<file path="src/rtl/dds_pkg.sv">
// Shared definitions for the tone sequencer: sequencer state encoding,
// DDS phase-increment width and note-duration width, plus the packed
// layout of one sequence-table entry.
package dds_pkg;

  localparam int K_W   = 22;
  localparam int DUR_W = 8;

  typedef enum logic [2:0] {
    ST_IDLE = 3'd0,
    ST_LOAD = 3'd1,
    ST_PLAY = 3'd2,
    ST_GAP  = 3'd3,
    ST_DONE = 3'd4
  } state_t;

  typedef struct packed {
    logic [K_W-1:0]   k;
    logic [DUR_W-1:0] dur;
  } entry_t;

endpackage

</file>
<file path="src/rtl/sample_tick_gen.sv">
// Free-running sample-rate divider.
// Ports:
//   clk   - system clock
//   reset - asynchronous active-high reset
//   tick  - high for the one cycle where the count equals CLK_DIV-1
module sample_tick_gen #(
  parameter int CLK_DIV = 1042
) (
  input  logic clk,
  input  logic reset,
  output logic tick
);

  localparam int CNT_W = (CLK_DIV > 1) ? $clog2(CLK_DIV) : 1;
  localparam logic [CNT_W-1:0] CNT_LAST = CNT_W'(CLK_DIV - 1);

  logic [CNT_W-1:0] cnt;

  always_ff @(posedge clk or posedge reset) begin
    if (reset) begin
      cnt <= '0;
    end else if (cnt == CNT_LAST) begin
      cnt <= '0;
    end else begin
      cnt <= cnt + CNT_W'(1);
    end
  end

  assign tick = (cnt == CNT_LAST);

endmodule

</file>
<file path="src/rtl/tone_sequencer.sv">
// Tone sequencer: steps through a small table of {phase increment, duration}
// entries and drives the phase increment of a DDS, with silent gaps between
// notes, optional looping and an abort input.
// Ports:
//   clk, reset              - system clock, async active-high reset
//   start, stop, loop_en    - sequencing control (stop has priority)
//   wr_en/wr_addr/wr_k/wr_dur - table write port, accepted in every state
//   k                       - phase increment to the DDS (0 = silence)
//   sampling_pulse          - one-cycle DDS sample strobe
//   busy                    - high in LOAD, PLAY and GAP
//   note_idx                - current table index
//   new_note, done          - one-cycle event pulses
//
// state | meaning
// ------+-----------------------------------------------------------
// IDLE  | silent, waiting for start
// LOAD  | one cycle; registered table entry is valid, decide PLAY/DONE
// PLAY  | k driven; counts beats of BEAT_SAMPLES sample pulses
// GAP   | silent for GAP_SAMPLES sample pulses before the next entry
// DONE  | one cycle; done pulses, back to IDLE
module tone_sequencer
  import dds_pkg::*;
#(
  parameter  int CLK_DIV      = 1042,
  parameter  int BEAT_SAMPLES = 4800,
  parameter  int GAP_SAMPLES  = 480,
  parameter  int SEQ_LEN      = 16,
  localparam int ADDR_W       = $clog2(SEQ_LEN)
) (
  input  logic              clk,
  input  logic              reset,
  input  logic              start,
  input  logic              stop,
  input  logic              loop_en,
  input  logic              wr_en,
  input  logic [ADDR_W-1:0] wr_addr,
  input  logic [K_W-1:0]    wr_k,
  input  logic [DUR_W-1:0]  wr_dur,
  output logic [K_W-1:0]    k,
  output logic              sampling_pulse,
  output logic              busy,
  output logic [ADDR_W-1:0] note_idx,
  output logic              new_note,
  output logic              done
);

  localparam int BEAT_W = $clog2(BEAT_SAMPLES + 1);
  localparam int GAP_W  = (GAP_SAMPLES > 0) ? $clog2(GAP_SAMPLES + 1) : 1;
  localparam bit HAS_GAP = (GAP_SAMPLES > 0);
  localparam logic [BEAT_W-1:0] BEAT_LAST = BEAT_W'(BEAT_SAMPLES - 1);
  localparam logic [ADDR_W-1:0] LAST_IDX  = ADDR_W'(SEQ_LEN - 1);

  state_t            state, state_nxt;
  state_t            adv_state;
  logic [ADDR_W-1:0] idx_nxt, adv_idx;
  logic [K_W-1:0]    k_nxt;
  logic              new_note_nxt, done_nxt;

  logic              tick;
  entry_t            table_mem [SEQ_LEN];
  entry_t            rd_q;

  logic [BEAT_W-1:0] beat_cnt;
  logic [DUR_W-1:0]  remaining;
  logic [GAP_W-1:0]  gap_cnt;
  logic              beat_wrap, note_end, gap_end, advance;

  sample_tick_gen #(.CLK_DIV(CLK_DIV)) u_tick (
    .clk   (clk),
    .reset (reset),
    .tick  (tick)
  );

  assign sampling_pulse = tick;

  // Table: the read address is the index the FSM is about to hold, so the
  // entry is already registered during the single LOAD cycle. A write to
  // that same index in the cycle before LOAD is forwarded.
  always_ff @(posedge clk) begin
    if (wr_en) begin
      table_mem[wr_addr] <= {wr_k, wr_dur};
    end
    if (wr_en && (wr_addr == idx_nxt)) begin
      rd_q <= {wr_k, wr_dur};
    end else begin
      rd_q <= table_mem[idx_nxt];
    end
  end

  assign beat_wrap = (state == ST_PLAY) && tick && (beat_cnt == BEAT_LAST);
  assign note_end  = beat_wrap && (remaining == DUR_W'(1));
  assign gap_end   = (state == ST_GAP) && tick && (gap_cnt == GAP_W'(1));
  assign advance   = HAS_GAP ? gap_end : note_end;

  // State register and registered outputs
  always_ff @(posedge clk or posedge reset) begin
    if (reset) begin
      state    <= ST_IDLE;
      note_idx <= '0;
      k        <= '0;
      new_note <= 1'b0;
      done     <= 1'b0;
    end else begin
      state    <= state_nxt;
      note_idx <= idx_nxt;
      k        <= k_nxt;
      new_note <= new_note_nxt;
      done     <= done_nxt;
    end
  end

  // Next-state logic
  always_comb begin
    adv_state = ST_LOAD;
    adv_idx   = note_idx + ADDR_W'(1);
    if (note_idx == LAST_IDX) begin
      adv_idx   = '0;
      adv_state = loop_en ? ST_LOAD : ST_DONE;
    end

    state_nxt = state;
    idx_nxt   = note_idx;
    if (stop) begin
      state_nxt = ST_IDLE;
      idx_nxt   = '0;
    end else begin
      case (state)
        ST_IDLE: begin
          if (start) begin
            state_nxt = ST_LOAD;
            idx_nxt   = '0;
          end
        end
        ST_LOAD: state_nxt = (rd_q.dur == '0) ? ST_DONE : ST_PLAY;
        ST_PLAY: begin
          if (advance) begin
            state_nxt = adv_state;
            idx_nxt   = adv_idx;
          end else if (note_end) begin
            state_nxt = ST_GAP;
          end
        end
        ST_GAP: begin
          if (advance) begin
            state_nxt = adv_state;
            idx_nxt   = adv_idx;
          end
        end
        ST_DONE: state_nxt = ST_IDLE;
        default: state_nxt = ST_IDLE;
      endcase
    end
  end

  // Output logic; k, new_note and done are computed here and registered above
  always_comb begin
    k_nxt        = '0;
    new_note_nxt = 1'b0;
    done_nxt     = 1'b0;
    if (state_nxt == ST_PLAY) begin
      k_nxt = (state == ST_LOAD) ? rd_q.k : k;
    end
    new_note_nxt = (state == ST_LOAD) && (state_nxt == ST_PLAY);
    done_nxt     = (state_nxt == ST_DONE);
    busy = (state == ST_LOAD) || (state == ST_PLAY) || (state == ST_GAP);
  end

  // Beat, remaining-beat and gap counters
  always_ff @(posedge clk or posedge reset) begin
    if (reset) begin
      beat_cnt  <= '0;
      remaining <= '0;
      gap_cnt   <= '0;
    end else if (stop) begin
      beat_cnt  <= '0;
      remaining <= '0;
      gap_cnt   <= '0;
    end else begin
      case (state)
        ST_LOAD: begin
          beat_cnt  <= '0;
          remaining <= rd_q.dur;
        end
        ST_PLAY: begin
          if (tick) begin
            if (beat_wrap) begin
              beat_cnt  <= '0;
              remaining <= remaining - DUR_W'(1);
            end else begin
              beat_cnt <= beat_cnt + BEAT_W'(1);
            end
          end
          if (note_end) begin
            gap_cnt <= GAP_W'(GAP_SAMPLES);
          end
        end
        ST_GAP: begin
          if (tick) begin
            gap_cnt <= gap_cnt - GAP_W'(1);
          end
        end
        default: ;
      endcase
    end
  end

endmodule

</file>
<file path="config.mk">
export PLATFORM = sky130hd
export DESIGN_NAME = tone_sequencer
export DESIGN_NICKNAME = d
export VERILOG_FILES = /design/src/rtl/dds_pkg.sv /design/src/rtl/sample_tick_gen.sv /design/src/rtl/tone_sequencer.sv
export SDC_FILE = /design/constraint.sdc
export NUM_CORES = 1
export LEC_CHECK = 0
export CORE_ASPECT_RATIO = 0.7
export CORE_MARGIN = 2
export CORE_UTILIZATION = 55
export DETAILED_ROUTE_END_ITERATION = 7
export PLACE_DENSITY = 0.73
export SLEW_MARGIN = 20
export SYNTH_ARGS = -nofsm -noshare
export SYNTH_HDL_FRONTEND = slang
export SYNTH_SLANG_ARGS = --single-unit
</file>
<file path="constraint.sdc">
create_clock -name clk -period 2.41 [get_ports clk]
set_input_delay 0.3615 -clock clk [delete_from_list [all_inputs] [get_ports clk]]
set_output_delay 0.3615 -clock clk [all_outputs]
set_load 0.02 [all_outputs]
</file>
# Word level (Yosys, flattened, before mapping)
# Memories as Yosys holds them, arrays and structs flattened. A register that Yosys moved wholly into a read port is not among the register bits.
# Cells that the tools add are included.
[totals] memories=1 mem_bits_rw=480 elab_cells=77 regBits=72 out_inout_bits=30 in_bits=40
[classes] reduce_logical=16 addsub=5 n_eq_ne=15 mux=31
[mem_list] name="table_mem" words=16 word_bits=30 rd=1 rd_clocked_by_memory_dff=1 write_ports=1 line="tone_sequencer.sv:60" text="entry_t table_mem [SEQ_LEN];"
[ops] cell="$mux W22" n=2
[ops] cell="$mux W13" n=3
[ops] cell="$mux W9" n=3
[ops] cell="$pmux W13 S2" n=1
[ops] cell="$mux W3" n=8
[ops] cell="$mux W8" n=3
[ops] cell="$pmux W9 S2" n=1
[ops] cell="$mux W4" n=4
[ops] cell="$pmux W8 S2" n=1
[ops] cell="$add A13 B1 Y13 const B" n=1
[ops] cell="$eq A13 B13 Y1 const B" n=1
[ops] cell="$ne A3 B3 Y1 const B" n=4
[ops] cell="$pmux W3 S4" n=1
[ops] cell="$add A11 B1 Y11 const B" n=1
[ops] cell="$eq A11 B11 Y1 const B" n=1
[ops] cell="$mux W11" n=1
[ops] cell="$eq A3 B2 Y1 const B" n=3
[ops] cell="$eq A9 B1 Y1 const B" n=1
[ops] cell="$sub A9 B1 Y9 const B" n=1
[ops] cell="$eq A8 B1 Y1 const B" n=1
[ops] cell="$logic_not A8 Y1" n=1
[ops] cell="$pmux W4 S2" n=1
[ops] cell="$sub A8 B1 Y8 const B" n=1
[ops] cell="$logic_and A1 B1 Y1" n=6
[ops] cell="other kinds (12)" n=16

# Logic depth before layout (Yosys ltp)
[depth] depth_word=10 ltp_mapped=11 mapped_depth_nobuf=9

# Cells and area by module
# A second synthesis with hierarchy kept.
[hier_totals] hier_cells=1113 area_unflattened_um2=21891.0
[modules_own_cells] module="tone_sequencer" instances=1 area_per_inst_um2=21370.5 seq_area_each_um2=16020.4 cells_per_inst=1065
[modules_own_cells] module="sample_tick_gen" instances=1 area_per_inst_um2=520.5 seq_area_each_um2=275.3 cells_per_inst=48

# Worst setup path after synthesis
# OpenSTA, ideal clock, no wires.
[synth_timing] path_type="in2reg" startpoint="input wr_addr[2]" endpoint="memory table_mem[0][0] in the netlist's numbering (enable)" slack_ps=-991 setup_time_ps=455 path_stages=2 n_path_buf=0 arrival_time_ps=2946 required_time_ps=1955 path_cell_list="or3b_2 nor3_1"
[synth_rtl] item="start, declared" line="tone_sequencer.sv:36" text="input logic [ADDR_W-1:0] wr_addr,"
[synth_rtl] item="end, declared" line="tone_sequencer.sv:60"
# No word-level cell before the write port.

==> insert_results.sql <==
INSERT INTO impl_metrics (metric_group, metric, value, unit) VALUES
('status', 'outcome', 'finished, violations left', ''),
('status', 'violated_checks', 'negative setup slack', ''),
('worst_setup_path', 'setup.worst_path.end_class', 'flop', ''),
('finish', 'drive_gt1_frac', '0.244', ''),
('placement', 'hpwl', '28200', 'µm'),
('finish', 'final_cell_mix', 'sky130_fd_sc_hd__edfxtp_1 (480), sky130_fd_sc_hd__nand2_1 (139), sky130_fd_sc_hd__mux4_2 (112)', ''),
('cts', 'cts_buffers', '51', ''),
('pwr', 'leakage', '8.62', 'nW'),
('cts', 'ctsHoldBuffers', '0', ''),
('routing', 'drt-wirelength-per-cell', '25.4', 'µm'),
('pwr', 'internal_power', '15.6', 'mW'),
('cts', 'clk-insertion-delay-late', '580', 'ps'),
('timing', 'unrepaired_setup_endpoints_after_global_routing', 'true', ''),
('worst_setup_path', 'required', '2850', 'ps'),
('logic_synthesis', 'synth_cell_types', '58', ''),
('finish', 'post_layout_net_count', '1454', ''),
('cts', 'ctsLongestPathBuffers', '3', ''),
('die', 'row_count', '61', ''),
('grt', 'antenna_found_initial', '0', ''),
('cts', 'cts.root.buffer_cell', 'sky130_fd_sc_hd__clkbuf_16', ''),
('pwr', 'p_sw_frac', '0.211', ''),
('worst_setup_path', 'cp_slowest_cell', 'sky130_fd_sc_hd__mux4_2', ''),
('timing', 'timing.final.ws_setup', '-65.6', 'ps'),
('logic_synthesis', 'synth-warning-count', '0', ''),
('worst_hold_path', 'hold_crit_class', 'input pin to async pin', ''),
('routing', 'vias_per_instance', '6.23', ''),
('logic_synthesis', 'synthesis.area', '22100', 'µm²'),
('die', 'dieArea', '41800', 'µm²'),
('routing', 'post-route-drc-count', '0', ''),
('finish', 'areaGrowthSynthToFinish', '19.1', '%'),
('logic_synthesis', 'synth_flop_cell', 'sky130_fd_sc_hd__edfxtp_1', ''),
('job', 'max_cap_viol_count', '0', ''),
('logic_synthesis', 'post_synth.cell_area_avg', '17.8', 'µm²'),
('pwr', 'power_per_cell_area', '753', 'nW/µm²'),
('cts', 'clock_sink_count', '556', ''),
('logic_synthesis', 'ys_seq_elements', '556', ''),
('grt', 'maximum_number_of_pins_on_one_net_before_global_route_repair', '52', ''),
('worst_setup_path', 'rrSetupSlack', '-70', 'ps'),
('die', 'initial_core_utilization', '0.557', ''),
('timing', 'worst_pin_slew', '707', 'ps'),
('timing', 'max_slew_vio_count', '0', ''),
('worst_setup_path', 'worst_ep_arrival', '2920', 'ps'),
('worst_setup_path', 'setup.worst_path.class', 'flop to flop', ''),
('routing', 'firstDrtPassIters', '6', ''),
('worst_setup_path', 'worst_path_top_cell_family_by_delay', 'buffers and inverters', ''),
('logic_synthesis', 'synth_async_sr_flop_share', '0.129', ''),
('worst_setup_path', 'timing.critical_path.buf_inv', '4', ''),
('worst_setup_path', 'critPathMaxFanout', '8', ''),
('placement', 'dp.cells', '1880', ''),
('worst_setup_path', 'startpoint_type_of_the_worst_setup_path', 'flop', ''),
('pwr', 'worst_ir_drop_vdd', '0.681', 'mV'),
('logic_synthesis', 'synth_edf_count', '480', ''),
('logic_synthesis', 'synth.yosys.seq_area_share', '0.738', ''),
('timing', 'timing.max_slew.rel_slack', '0.528', ''),
('pwr', 'switching_power', '4.18', 'mW'),
('placement', 'gp_congestion', '0.823', ''),
('die', 'fp.dieW', '243', 'µm'),
('logic_synthesis', 'cells_after_synth', '1241', ''),
('grt', 'grt_remaining_overflow', '0', ''),
('worst_setup_path', 'cp_cell_sequence', 'buf_12 > mux4_2 > a22oi_2 > and3_4 > nand3_4 > buf_6 > nor4_4 > buf_4 > clkbuf_16 > a211oi_2', ''),
('die', 'dieHeight', '172', 'µm'),
('grt', 'first_global_vias', '12200', ''),
('timing', 'post-route-min-period', '2480', 'ps'),
('timing', 'finalHoldViolations', '0', ''),
('worst_setup_path', 'max_stage_delay', '520', 'ps'),
('placement', 'io_buffer_count', '69', ''),
('die', 'core_ar', '39600', 'µm²'),
('grt', 'global_route.usage.total', '0.244', ''),
('finish', 'finish.instance_area', '26300', 'µm²'),
('timing', 'setup_viol_count_final', '24', ''),
('die', 'num_io_pins', '70', '');
==> layer usage <==
metal | wire length, µm | up-vias | track usage
met4 | 852 | 0 | 0.0595
met5 | 0 | - | 0
li1 | - | 5298 | -
met1 | 22300 | 6410 | 0.376
met3 | 4130 | 78 | 0.0437
met2 | 23200 | 572 | 0.365
==> worst paths after layout <==
| path | from | end | cells after the start |
|---|---|---|---|
| min reg2reg | u_tick.cnt[9]$_DFF_PP0_ | u_tick.cnt[9]$_DFF_PP0_ | 1 |
| max | flop | k[15]$_DFFE_PP0P_ | 10 |
| min | reset | k[10]$_DFFE_PP0P_ | 2 |
| max in group asynchronous | reset | beat_cnt[0]$_DFFE_PP0P_ | 3 |
| max reg2reg | flop | k[15]$_DFFE_PP0P_ | 10 |
| min in group clk | stop | note_idx[2]$_DFF_PP0_ | 2 |
==> synth_stat cells (12+ instances only) <==
library cell | number | area, µm²
sky130_fd_sc_hd__a21oi_1 | 36 | 180
sky130_fd_sc_hd__a211oi_1 | 27 | 203
sky130_fd_sc_hd__nand2b_1 | 12 | 75.1
sky130_fd_sc_hd__mux4_2 | 112 | 2520
sky130_fd_sc_hd__dfrtp_1 | 72 | 1800
sky130_fd_sc_hd__nor3_1 | 18 | 90.1
sky130_fd_sc_hd__nand4_1 | 14 | 87.6
sky130_fd_sc_hd__nand3_1 | 22 | 110
sky130_fd_sc_hd__o21ai_0 | 22 | 110
sky130_fd_sc_hd__clkbuf_1 | 39 | 146
sky130_fd_sc_hd__mux2i_1 | 18 | 180
sky130_fd_sc_hd__nor2b_1 | 12 | 75.1
sky130_fd_sc_hd__nand2_1 | 140 | 526
sky130_fd_sc_hd__buf_2 | 13 | 65.1
sky130_fd_sc_hd__a221oi_1 | 27 | 236
sky130_fd_sc_hd__xnor2_1 | 12 | 105
sky130_fd_sc_hd__edfxtp_1 | 480 | 14400
sky130_fd_sc_hd__nor2_1 | 51 | 191
==> registers in the layout, summed over array words and instances, names as in the netlist, named ones only <==
register	cells
table_mem	480
remaining	8
state	3
k	22
new_note	1
note_idx	4
gap_cnt	9
beat_cnt	13
u_tick.cnt	11
done	1
==> layout make-up <==
type / count / area, µm²
diodes: 1 / 2.50
clock buffers: 63 / 1370
clock inverters: 33 / 304
fillers: 2564 / 13300
inverters: 10 / 38.8
multi-input cells: 614 / 5770
flip-flops and latches: 556 / 16300
well taps: 535 / 669
repair buffers: 173 / 1830
==> metrics by stage <==
step	setup TNS, ps	util	total power [mW]	setup slack [ps]
global route	-2630	0.664	20.4	-129
detailed placement	-1790	0.615	11.9	-99.4
CTS	-228	0.660	19.9	-36.0
finish	-953	0.664	19.8	-65.6
global placement	-1080	0.615	11.9	-62.0
floorplan	-17370	-	11.4	-193
==> worst register-to-register path, cell delays in order (launching register included) <==
cell                        delay [ps]
sky130_fd_sc_hd__dfxtp_4           400
sky130_fd_sc_hd__buf_12            150
sky130_fd_sc_hd__mux4_2            530
sky130_fd_sc_hd__a22oi_2           170
sky130_fd_sc_hd__and3_4            230
sky130_fd_sc_hd__nand3_4            90
sky130_fd_sc_hd__buf_6             130
sky130_fd_sc_hd__nor4_4            210
sky130_fd_sc_hd__buf_4             190
sky130_fd_sc_hd__clkbuf_16         180
sky130_fd_sc_hd__a211oi_2           70
==> what timing repair did <==
action                                  in CTS  in global routing
pin swaps                                    1                 21
buffers inserted                             2                  5
resized for setup                           26                 22
endpoints found under the setup margin      28                 32
gates cloned                                 1                  1
==> cells by family (layout without fill, tap and decap cells) <==
group	count (synthesis)	count (layout)	synth area share
compound gates	144	144	0.0446
xor+xnor	23	23	0.00912
fa+ha+maj	8	8	0.00453
buf+inv	71	279	0.0143
flops	556	556	0.738
mux	131	131	0.123
other cells	0	1	0
simple gates	308	308	0.0663
==> power by group through the flow <==
stage	Sequential [mW]	Combinational, mW	Clock, mW
floorplan	11.0	0.425	0
global placement	11.0	0.911	0
detailed placement	11.0	0.941	0
CTS	10.8	0.948	8.18
global route	10.8	1.06	8.58
finish	10.8	0.975	8.04
(Power assumes the default switching activity.)
